==> src/rtl/branch_resolve_unit_if.sv <==
// Handshake, decoded control and result bundle of the branch resolve unit.
// The unit uses the slave modport; the driver of the unit uses the master modport.
interface branch_resolve_unit_if #(
   parameter int XLEN  = 32,
   parameter int CNT_W = 32
);
   logic             i_flush;
   logic             i_valid;
   logic             o_ready;
   logic             i_is_branch;
   logic             i_is_jal;
   logic             i_is_jalr;
   logic [2:0]       i_funct3;
   logic             i_pred_taken;
   logic [XLEN-1:0]  i_pred_target;
   logic [XLEN-1:0]  i_pc;
   logic [XLEN-1:0]  i_op_1;
   logic [XLEN-1:0]  i_op_2;
   logic [XLEN-1:0]  i_imm;
   logic             o_valid;
   logic             i_ready;
   logic             o_taken;
   logic [XLEN-1:0]  o_target;
   logic [XLEN-1:0]  o_link;
   logic             o_redirect;
   logic             o_illegal;
   logic             o_misaligned;
   logic [CNT_W-1:0] o_cnt_branch;
   logic [CNT_W-1:0] o_cnt_taken;
   logic [CNT_W-1:0] o_cnt_mispred;

   modport slave (
      input  i_flush, i_valid, i_is_branch, i_is_jal, i_is_jalr, i_funct3,
             i_pred_taken, i_pred_target, i_pc, i_op_1, i_op_2, i_imm, i_ready,
      output o_ready, o_valid, o_taken, o_target, o_link, o_redirect,
             o_illegal, o_misaligned, o_cnt_branch, o_cnt_taken, o_cnt_mispred
   );

   modport master (
      output i_flush, i_valid, i_is_branch, i_is_jal, i_is_jalr, i_funct3,
             i_pred_taken, i_pred_target, i_pc, i_op_1, i_op_2, i_imm, i_ready,
      input  o_ready, o_valid, o_taken, o_target, o_link, o_redirect,
             o_illegal, o_misaligned, o_cnt_branch, o_cnt_taken, o_cnt_mispred
   );
endinterface

==> src/rtl/branch_resolve_unit.sv <==
// Two-stage RV32I branch/jump resolution: S1 compares and adds, S2 registers the
// result, detects mispredictions and keeps wrap-around retirement counters.
module branch_resolve_unit #(
   parameter int XLEN  = 32,
   parameter int CNT_W = 32
) (
   input  logic                 clk,
   input  logic                 rst,
   branch_resolve_unit_if.slave bus
);

   typedef struct packed {
      logic                   is_branch;
      logic                   is_jal;
      logic                   is_jalr;
      logic [2:0]             funct3;
      logic                   pred_taken;
      logic [XLEN-1:0]        pred_target;
      logic [XLEN-1:0]        pc;
      logic signed [XLEN-1:0] op_1;
      logic signed [XLEN-1:0] op_2;
      logic signed [XLEN-1:0] imm;
   } op_t;

   typedef struct packed {
      logic            taken;
      logic [XLEN-1:0] target;
      logic [XLEN-1:0] link;
      logic            redirect;
      logic            illegal;
      logic            misaligned;
      logic            cnt_br;
   } res_t;

   // Signed and unsigned less-than share one subtractor: op_1 + ~op_2 + 1.
   function automatic logic cond_met(input logic signed [XLEN-1:0] a,
                                     input logic signed [XLEN-1:0] b,
                                     input logic [2:0]             f3);
      logic [XLEN:0] d;
      logic          eq;
      logic          ltu;
      logic          lt;
      logic          ovf;
      d   = {1'b0, a} + {1'b0, ~b} + {{XLEN{1'b0}}, 1'b1};
      eq  = (a == b);
      ltu = !d[XLEN];
      ovf = (a[XLEN-1] != b[XLEN-1]) && (d[XLEN-1] != a[XLEN-1]);
      lt  = d[XLEN-1] ^ ovf;
      case (f3)
         3'b000:  return eq;
         3'b001:  return !eq;
         3'b100:  return lt;
         3'b101:  return !lt;
         3'b110:  return ltu;
         3'b111:  return !ltu;
         default: return 1'b0;
      endcase
   endfunction

   function automatic res_t resolve(input op_t p);
      res_t            r;
      logic            jump;
      logic            any;
      logic            illegal;
      logic [XLEN-1:0] tgt;
      jump    = p.is_jal || p.is_jalr;
      any     = jump || p.is_branch;
      illegal = p.is_branch && (p.funct3[2:1] == 2'b01);
      tgt     = p.is_jalr ? ((p.op_1 + p.imm) & ~{{(XLEN-1){1'b0}}, 1'b1})
                          : (p.pc + p.imm);
      r.taken      = jump || (p.is_branch && !illegal && cond_met(p.op_1, p.op_2, p.funct3));
      r.link       = p.pc + XLEN'(4);
      r.target     = r.taken ? tgt : r.link;
      r.illegal    = illegal;
      r.misaligned = r.taken && tgt[1];
      // Faulting entries go to the trap path instead of redirecting fetch.
      r.redirect   = any && !illegal && !r.misaligned &&
                     ((r.taken != p.pred_taken) || (r.taken && (tgt != p.pred_target)));
      r.cnt_br     = p.is_branch && !illegal;
      return r;
   endfunction

   logic             vld_p1_q, vld_p1_d;
   logic             vld_p2_q, vld_p2_d;
   op_t              pay_p1_q, pay_p1_d;
   res_t             res_p2_q, res_p2_d;
   res_t             res_p1;
   logic [CNT_W-1:0] cnt_branch_q, cnt_branch_d;
   logic [CNT_W-1:0] cnt_taken_q, cnt_taken_d;
   logic [CNT_W-1:0] cnt_mispred_q, cnt_mispred_d;
   logic             s2_load;
   logic             s1_ready;
   logic             consume;

   // ---- Stage 0 -> S1: accept from upstream ----
   always_comb begin
      s2_load  = !vld_p2_q || bus.i_ready;
      s1_ready = !vld_p1_q || s2_load;
      consume  = vld_p2_q && bus.i_ready;

      vld_p1_d = vld_p1_q;
      pay_p1_d = pay_p1_q;
      if (s1_ready) begin
         vld_p1_d = bus.i_valid;
         if (bus.i_valid) begin
            pay_p1_d = '{is_branch:   bus.i_is_branch,
                         is_jal:      bus.i_is_jal,
                         is_jalr:     bus.i_is_jalr,
                         funct3:      bus.i_funct3,
                         pred_taken:  bus.i_pred_taken,
                         pred_target: bus.i_pred_target,
                         pc:          bus.i_pc,
                         op_1:        bus.i_op_1,
                         op_2:        bus.i_op_2,
                         imm:         bus.i_imm};
         end
      end
      if (bus.i_flush) vld_p1_d = 1'b0;
   end

   // ---- S1 -> S2: resolve and register result ----
   always_comb begin
      res_p1   = resolve(pay_p1_q);
      vld_p2_d = vld_p2_q;
      res_p2_d = res_p2_q;
      if (s2_load) begin
         vld_p2_d = vld_p1_q;
         if (vld_p1_q) res_p2_d = res_p1;
      end
      if (bus.i_flush) vld_p2_d = 1'b0;
   end

   // ---- S2 -> retire: counters advance on consumption, flush or not ----
   always_comb begin
      cnt_branch_d  = cnt_branch_q;
      cnt_taken_d   = cnt_taken_q;
      cnt_mispred_d = cnt_mispred_q;
      if (consume) begin
         cnt_branch_d  = cnt_branch_q  + {{(CNT_W-1){1'b0}}, res_p2_q.cnt_br};
         cnt_taken_d   = cnt_taken_q   + {{(CNT_W-1){1'b0}}, res_p2_q.taken};
         cnt_mispred_d = cnt_mispred_q + {{(CNT_W-1){1'b0}}, res_p2_q.redirect};
      end
   end

   always_ff @(posedge clk) begin
      if (rst) begin
         vld_p1_q      <= 1'b0;
         vld_p2_q      <= 1'b0;
         res_p2_q      <= '0;
         cnt_branch_q  <= '0;
         cnt_taken_q   <= '0;
         cnt_mispred_q <= '0;
      end else begin
         vld_p1_q      <= vld_p1_d;
         vld_p2_q      <= vld_p2_d;
         res_p2_q      <= res_p2_d;
         cnt_branch_q  <= cnt_branch_d;
         cnt_taken_q   <= cnt_taken_d;
         cnt_mispred_q <= cnt_mispred_d;
      end
   end

   always_ff @(posedge clk) begin
      pay_p1_q <= pay_p1_d;
   end

   assign bus.o_ready       = s1_ready;
   assign bus.o_valid       = vld_p2_q;
   assign bus.o_taken       = res_p2_q.taken;
   assign bus.o_target      = res_p2_q.target;
   assign bus.o_link        = res_p2_q.link;
   assign bus.o_redirect    = res_p2_q.redirect;
   assign bus.o_illegal     = res_p2_q.illegal;
   assign bus.o_misaligned  = res_p2_q.misaligned;
   assign bus.o_cnt_branch  = cnt_branch_q;
   assign bus.o_cnt_taken   = cnt_taken_q;
   assign bus.o_cnt_mispred = cnt_mispred_q;

endmodule

==> src/flat_wrapper.sv <==
// flat-port wrapper written by rule: the top's interface ports become plain ports
module branch_resolve_unit_flat 
#(
   parameter int XLEN  = 32,
   parameter int CNT_W = 32
)
  (clk, rst, bus_i_flush, bus_i_valid, bus_i_is_branch, bus_i_is_jal, bus_i_is_jalr, bus_i_funct3, bus_i_pred_taken, bus_i_pred_target, bus_i_pc, bus_i_op_1, bus_i_op_2, bus_i_imm, bus_i_ready, bus_o_ready, bus_o_valid, bus_o_taken, bus_o_target, bus_o_link, bus_o_redirect, bus_o_illegal, bus_o_misaligned, bus_o_cnt_branch, bus_o_cnt_taken, bus_o_cnt_mispred);
  branch_resolve_unit_if #(.XLEN(XLEN), .CNT_W(CNT_W)) bus_i ();
  input  logic clk;
  input  logic rst;
  input wire logic [$bits(bus_i.i_flush)-1:0] bus_i_flush;
  input wire logic [$bits(bus_i.i_valid)-1:0] bus_i_valid;
  input wire logic [$bits(bus_i.i_is_branch)-1:0] bus_i_is_branch;
  input wire logic [$bits(bus_i.i_is_jal)-1:0] bus_i_is_jal;
  input wire logic [$bits(bus_i.i_is_jalr)-1:0] bus_i_is_jalr;
  input wire logic [$bits(bus_i.i_funct3)-1:0] bus_i_funct3;
  input wire logic [$bits(bus_i.i_pred_taken)-1:0] bus_i_pred_taken;
  input wire logic [$bits(bus_i.i_pred_target)-1:0] bus_i_pred_target;
  input wire logic [$bits(bus_i.i_pc)-1:0] bus_i_pc;
  input wire logic [$bits(bus_i.i_op_1)-1:0] bus_i_op_1;
  input wire logic [$bits(bus_i.i_op_2)-1:0] bus_i_op_2;
  input wire logic [$bits(bus_i.i_imm)-1:0] bus_i_imm;
  input wire logic [$bits(bus_i.i_ready)-1:0] bus_i_ready;
  output wire logic [$bits(bus_i.o_ready)-1:0] bus_o_ready;
  output wire logic [$bits(bus_i.o_valid)-1:0] bus_o_valid;
  output wire logic [$bits(bus_i.o_taken)-1:0] bus_o_taken;
  output wire logic [$bits(bus_i.o_target)-1:0] bus_o_target;
  output wire logic [$bits(bus_i.o_link)-1:0] bus_o_link;
  output wire logic [$bits(bus_i.o_redirect)-1:0] bus_o_redirect;
  output wire logic [$bits(bus_i.o_illegal)-1:0] bus_o_illegal;
  output wire logic [$bits(bus_i.o_misaligned)-1:0] bus_o_misaligned;
  output wire logic [$bits(bus_i.o_cnt_branch)-1:0] bus_o_cnt_branch;
  output wire logic [$bits(bus_i.o_cnt_taken)-1:0] bus_o_cnt_taken;
  output wire logic [$bits(bus_i.o_cnt_mispred)-1:0] bus_o_cnt_mispred;
  assign bus_i.i_flush = bus_i_flush;
  assign bus_i.i_valid = bus_i_valid;
  assign bus_i.i_is_branch = bus_i_is_branch;
  assign bus_i.i_is_jal = bus_i_is_jal;
  assign bus_i.i_is_jalr = bus_i_is_jalr;
  assign bus_i.i_funct3 = bus_i_funct3;
  assign bus_i.i_pred_taken = bus_i_pred_taken;
  assign bus_i.i_pred_target = bus_i_pred_target;
  assign bus_i.i_pc = bus_i_pc;
  assign bus_i.i_op_1 = bus_i_op_1;
  assign bus_i.i_op_2 = bus_i_op_2;
  assign bus_i.i_imm = bus_i_imm;
  assign bus_i.i_ready = bus_i_ready;
  assign bus_o_ready = bus_i.o_ready;
  assign bus_o_valid = bus_i.o_valid;
  assign bus_o_taken = bus_i.o_taken;
  assign bus_o_target = bus_i.o_target;
  assign bus_o_link = bus_i.o_link;
  assign bus_o_redirect = bus_i.o_redirect;
  assign bus_o_illegal = bus_i.o_illegal;
  assign bus_o_misaligned = bus_i.o_misaligned;
  assign bus_o_cnt_branch = bus_i.o_cnt_branch;
  assign bus_o_cnt_taken = bus_i.o_cnt_taken;
  assign bus_o_cnt_mispred = bus_i.o_cnt_mispred;
  branch_resolve_unit #(.XLEN(XLEN), .CNT_W(CNT_W)) u_core (.clk(clk), .rst(rst), .bus(bus_i));
endmodule
==> config.mk <==
export PLATFORM = sky130hd
export DESIGN_NAME = branch_resolve_unit_flat
export DESIGN_NICKNAME = d
export VERILOG_FILES = /design/src/rtl/branch_resolve_unit_if.sv /design/src/rtl/branch_resolve_unit.sv /design/src/flat_wrapper.sv
export SDC_FILE = /design/constraint.sdc
export NUM_CORES = 1
export LEC_CHECK = 0
export BUFFER_PORTS_ARGS = -buffer_cell sky130_fd_sc_hd__buf_2
export CORE_ASPECT_RATIO = 2
export CORE_MARGIN = 2
export CORE_UTILIZATION = 51
export CTS_BUF_LIST = sky130_fd_sc_hd__clkbuf_16
export DETAILED_ROUTE_END_ITERATION = 8
export GPL_ROUTABILITY_DRIVEN = 1
export GPL_TIMING_DRIVEN = 0
export PLACE_DENSITY_LB_ADDON = 0.15
export SLEW_MARGIN = 20
export SYNTH_ARGS = -nofsm -noshare
export SYNTH_HDL_FRONTEND = slang
export SYNTH_SLANG_ARGS = --single-unit
==> constraint.sdc <==
create_clock -name clk -period 5.3 [get_ports clk]
set_input_delay 0.795 -clock clk [delete_from_list [all_inputs] [get_ports clk]]
set_output_delay 0.795 -clock clk [all_outputs]
set_load 0.02 [all_outputs]
==> impl_metrics.csv <==
group,metric,value,unit
clocking,cts_tree,"built",
floorplanning,rows,99,
setup_path,worstPathRequired,5.83,ns
cells_and_area,drive_gt1_share,21.16,%
setup_path,reg2reg_to,"u_core.bus.o_redirect$_SDFFE_PP0P_",
pwr,switching_share,28.31,%
logic_synthesis,synth.distinct_cells,78,
setup_path,worstPathArrival,5.54,ns
sta,drv_slew,0,
logic_synthesis,netlist_area,18920,µm²
logic_synthesis,yosys_warnings,0,
floorplanning,fp.dieH,276.4,µm
logic_synthesis,syn-instance-count,2009,
sta,fin_crit_sh,94.54,%
setup_path,cp_max_fo,6,
drt,ant_nets,0,
clocking,clkTransAtPathRegs,0.07,ns
setup_path,critPathLaunchType,"flop",
grt,gr-total-overflow,0,
clocking,clock_latency,0.59,ns
sta,relSlewSlack,23.94,%
drt,drt_first_iter_violations,745,
sta,worstMarginPinSlew,1.133,ns
worst_hold_path,holdPathStages,1,
logic_synthesis,synth_commonest_cells,"nand2_1 (207), nor2_1 (204), dfxtp_1 (167), edfxtp_1 (167), a21oi_1 (145)",
pwr,internal_power,0.004596,W
drt,drt_wl_total,58.48,mm
clocking,cts_buffers,30,
setup_path,r2r_cells,22,
drt,vias,16310,
clocking,clockRootBuffer,"clkbuf_16",
cells_and_area,layout.nets,2656,
clocking,cts_hold_buf,0,
drt,drc,0,
setup_path,reg2reg_slack,0.29,ns
grt,antenna_found_initial,0,
logic_synthesis,yosysMostFrequentCell,"nand2_1",
logic_synthesis,ys_seq_elements,334,
sta,hold_viol,0,
cells_and_area,diodes,0,
logic_synthesis,synth_top_area_share,26.51,%
pwr,ir_worst_vdd,0.0003012,V
grt,grt_pass1_wl,88.94,mm
pwr,power.switching,0.001815,W
clocking,cts_buffer_depth,3,
cells_and_area,syn_to_final_growth,17.99,%
drt,firstDrtPassIters,5,
placed_design,io_buffers,336,
grt,grt_max_degree,48,
pwr,p_leak,9.340,nW
sta,finalSetupViolCount,0,
worst_hold_path,holdPathEnd,"u_core.pay_p1_q[132]$_DFFE_PP_",
setup_path,r2r-start,"u_core.pay_p1_q[71]$_DFFE_PP_",
clocking,htree_levels,1,
setup_path,end_kind,"flop",
sta,finClkSkew,0.02104,ns
logic_synthesis,synth_area_leaders,"edfxtp_1 (27%), dfxtp_1 (18%), ha_1 (6.6%), xor2_1 (4.9%), nand2_1 (4.1%)",
logic_synthesis,synthFlopType,"edfxtp_1",
drt,wire_per_inst,20.45,µm
floorplanning,core_area,36540,µm²
drt,drt-vias-per-instance,5.703,
logic_synthesis,synth_top_area_cell,"edfxtp_1",
logic_synthesis,async_flop_share,0,%
placed_design,place_ws,-0.3096,ns
placed_design,dp_hpwl,48.11,mm
floorplanning,die_w,140.2,µm
grt,grt_pass1_vias,16840,
pwr,power.density,287.2,nW/µm²
sta,rsz0062_at_grt,"no",
run,drv_cap,0,
worst_hold_path,hold_path_class,"in2reg",
logic_synthesis,synth-edff-count,167,
sta,clock.fmax,199.6,MHz
setup_path,critPathKind,"reg2reg",
worst_hold_path,hold_start,"bus_i_pred_target[4]",
logic_synthesis,ys_seq_area_share,44.18,%
sta,post-route-min-period,5.011,ns
floorplanning,design.die.area,38750,µm²
sta,whs,0.3732,ns
pwr,power_frac_comb,18.9,%
sta,finalWorstSetupSlack,0.2892,ns
status,status,"complete, no violations",
placed_design,placed_area,21240,µm²
placed_design,place_congestion,0.9555,
logic_synthesis,synth_nets,2284,
floorplanning,io_pins,338,
floorplanning,start_util,51.78,%
clocking,cts_num_sinks,334,
cells_and_area,final_area,22320,µm²
logic_synthesis,synth.avg_cell_area,9.417,µm²
cells_and_area,post-route-util,61.09,%
pwr,p_clk_share,35.7,%
cells_and_area,fill_cells,3234,
grt,track_usage,29.44,%
pwr,power_frac_seq,45.4,%
[worst max path at each step]
stage	from	to	slack, ns	depth (start not counted)
global placement	u_core.pay_p1_q[71]$_DFFE_PP_	u_core.bus.o_redirect$_SDFFE_PP0P_	-0.26	22
CTS	u_core.pay_p1_q[69]$_DFFE_PP_	u_core.bus.o_target[30]$_SDFFE_PP0P_	0.007	22
finish	u_core.pay_p1_q[71]$_DFFE_PP_	u_core.bus.o_redirect$_SDFFE_PP0P_	0.29	22
detailed placement	u_core.pay_p1_q[69]$_DFFE_PP_	u_core.bus.o_redirect$_SDFFE_PP0P_	-0.31	22
floorplan	u_core.pay_p1_q[65]$_DFFE_PP_	u_core.bus.o_redirect$_SDFFE_PP0P_	1.06	22
global route	u_core.pay_p1_q[65]$_DFFE_PP_	u_core.bus.o_redirect$_SDFFE_PP0P_	0.002	22
[registers in the layout, summed over array words and instances, names as in the netlist]
name,flops
u_core.bus.o_cnt_branch,32
u_core.bus.o_cnt_mispred,32
u_core.bus.o_cnt_taken,32
u_core.bus.o_illegal,1
u_core.bus.o_link,32
u_core.bus.o_misaligned,1
u_core.bus.o_redirect,1
u_core.bus.o_taken,1
u_core.bus.o_target,32
u_core.bus.o_valid,1
u_core.pay_p1_q,167
u_core.res_p2_q,1
u_core.vld_p1_q,1
[power by group through the flow]
| stage | Sequential, W | Clock, W | Combinational (W) |
|---|---|---|---|
| 6_report | 0.00291 | 0.00229 | 0.00121 |
| 5_1_grt | 0.00292 | 0.00242 | 0.00131 |
| 4_1_cts | 0.00291 | 0.00233 | 0.00119 |
| 3_5_place_dp | 0.00297 | 0 | 0.00118 |
| 3_3_place_gp | 0.00297 | 0 | 0.00116 |
| 2_1_floorplan | 0.00293 | 0 | 0.000813 |
[metrics by stage]
stage / instances / power, W / setup TNS, ns
global route: 2859 / 0.006652 / 0
finish: 2859 / 0.006411 / 0
detailed placement: 2802 / 0.004148 / -1.487
global placement: 2799 / 0.004129 / -1.132
floorplan: 2009 / 0.003745 / 0
CTS: 2858 / 0.006428 / 0
[cell families after synthesis]
kind of cell / after synthesis / share of synthesized area (%)
and+or+nand+nor: 731 / 18.63
AOI/OAI and AO/OA: 422 / 14.76
DFF: 334 / 44.18
buffers and inverters: 210 / 5.575
xor gates and xnor gates: 176 / 8.148
adders and majority gates: 103 / 6.931
muxes: 33 / 1.779
[layer usage]
layer  vias up  part of all wire (%)  track usage (%)
li1       7947                     -                -
met4         0                   6.6            17.46
met5         -                     0                0
met3       167                   4.3            2.754
met2       545                    54            58.03
met1      7646                    35            28.98
[final cells by class]
type / count / area [µm²] / area share [%]
Multi-Input combinational cell: 1465 / 9543 / 42.75
Sequential cell: 334 / 8358 / 37.44
Timing Repair Buffer: 340 / 1757 / 7.869
Buffer: 148 / 830.8 / 3.722
Clock buffer: 31 / 775.7 / 3.475
Tap cell: 454 / 568.0 / 2.545
Clock inverter: 25 / 257.7 / 1.155
Inverter: 62 / 232.7 / 1.043
[placed cells by master, fill, tap and decap left out, drive strengths merged, types with 70 or more instances in the layout]
cell type,netlist,routed
clkbuf,59,93
nor2,205,205
a21oi,146,146
o21ai,71,71
edfxtp,167,167
xnor2,70,70
dfxtp,167,167
xor2,106,106
buf,89,426
nand2,207,207
ha,100,100
[critical path, cell delays in order (launching register included)]
cell,delay [ns]
edfxtp_1,0.42
ha_1,0.33
a21oi_1,0.15
o21ai_0,0.14
o21bai_1,0.18
a21o_1,0.18
a21o_1,0.17
a21o_1,0.17
a21oi_1,0.19
nor2b_1,0.07
o211ai_1,0.17
a31o_2,0.20
fa_1,0.15
nor2b_2,0.27
nor2b_1,0.08
a21o_1,0.23
a2111oi_4,0.64
nor2_4,0.08
mux2i_1,0.18
o41ai_4,0.49
nand3b_1,0.12
mux2_2,0.27
nand2_1,0.06
[repair_timing]
action,4_1_cts,5_1_grt
buffers inserted,0,1
hold endpoints to repair,0,0
setup endpoints to repair,18,23
gates resized for setup,3,7
pin swaps,1,2
No activity file was read; power rests on OpenSTA's default activity.
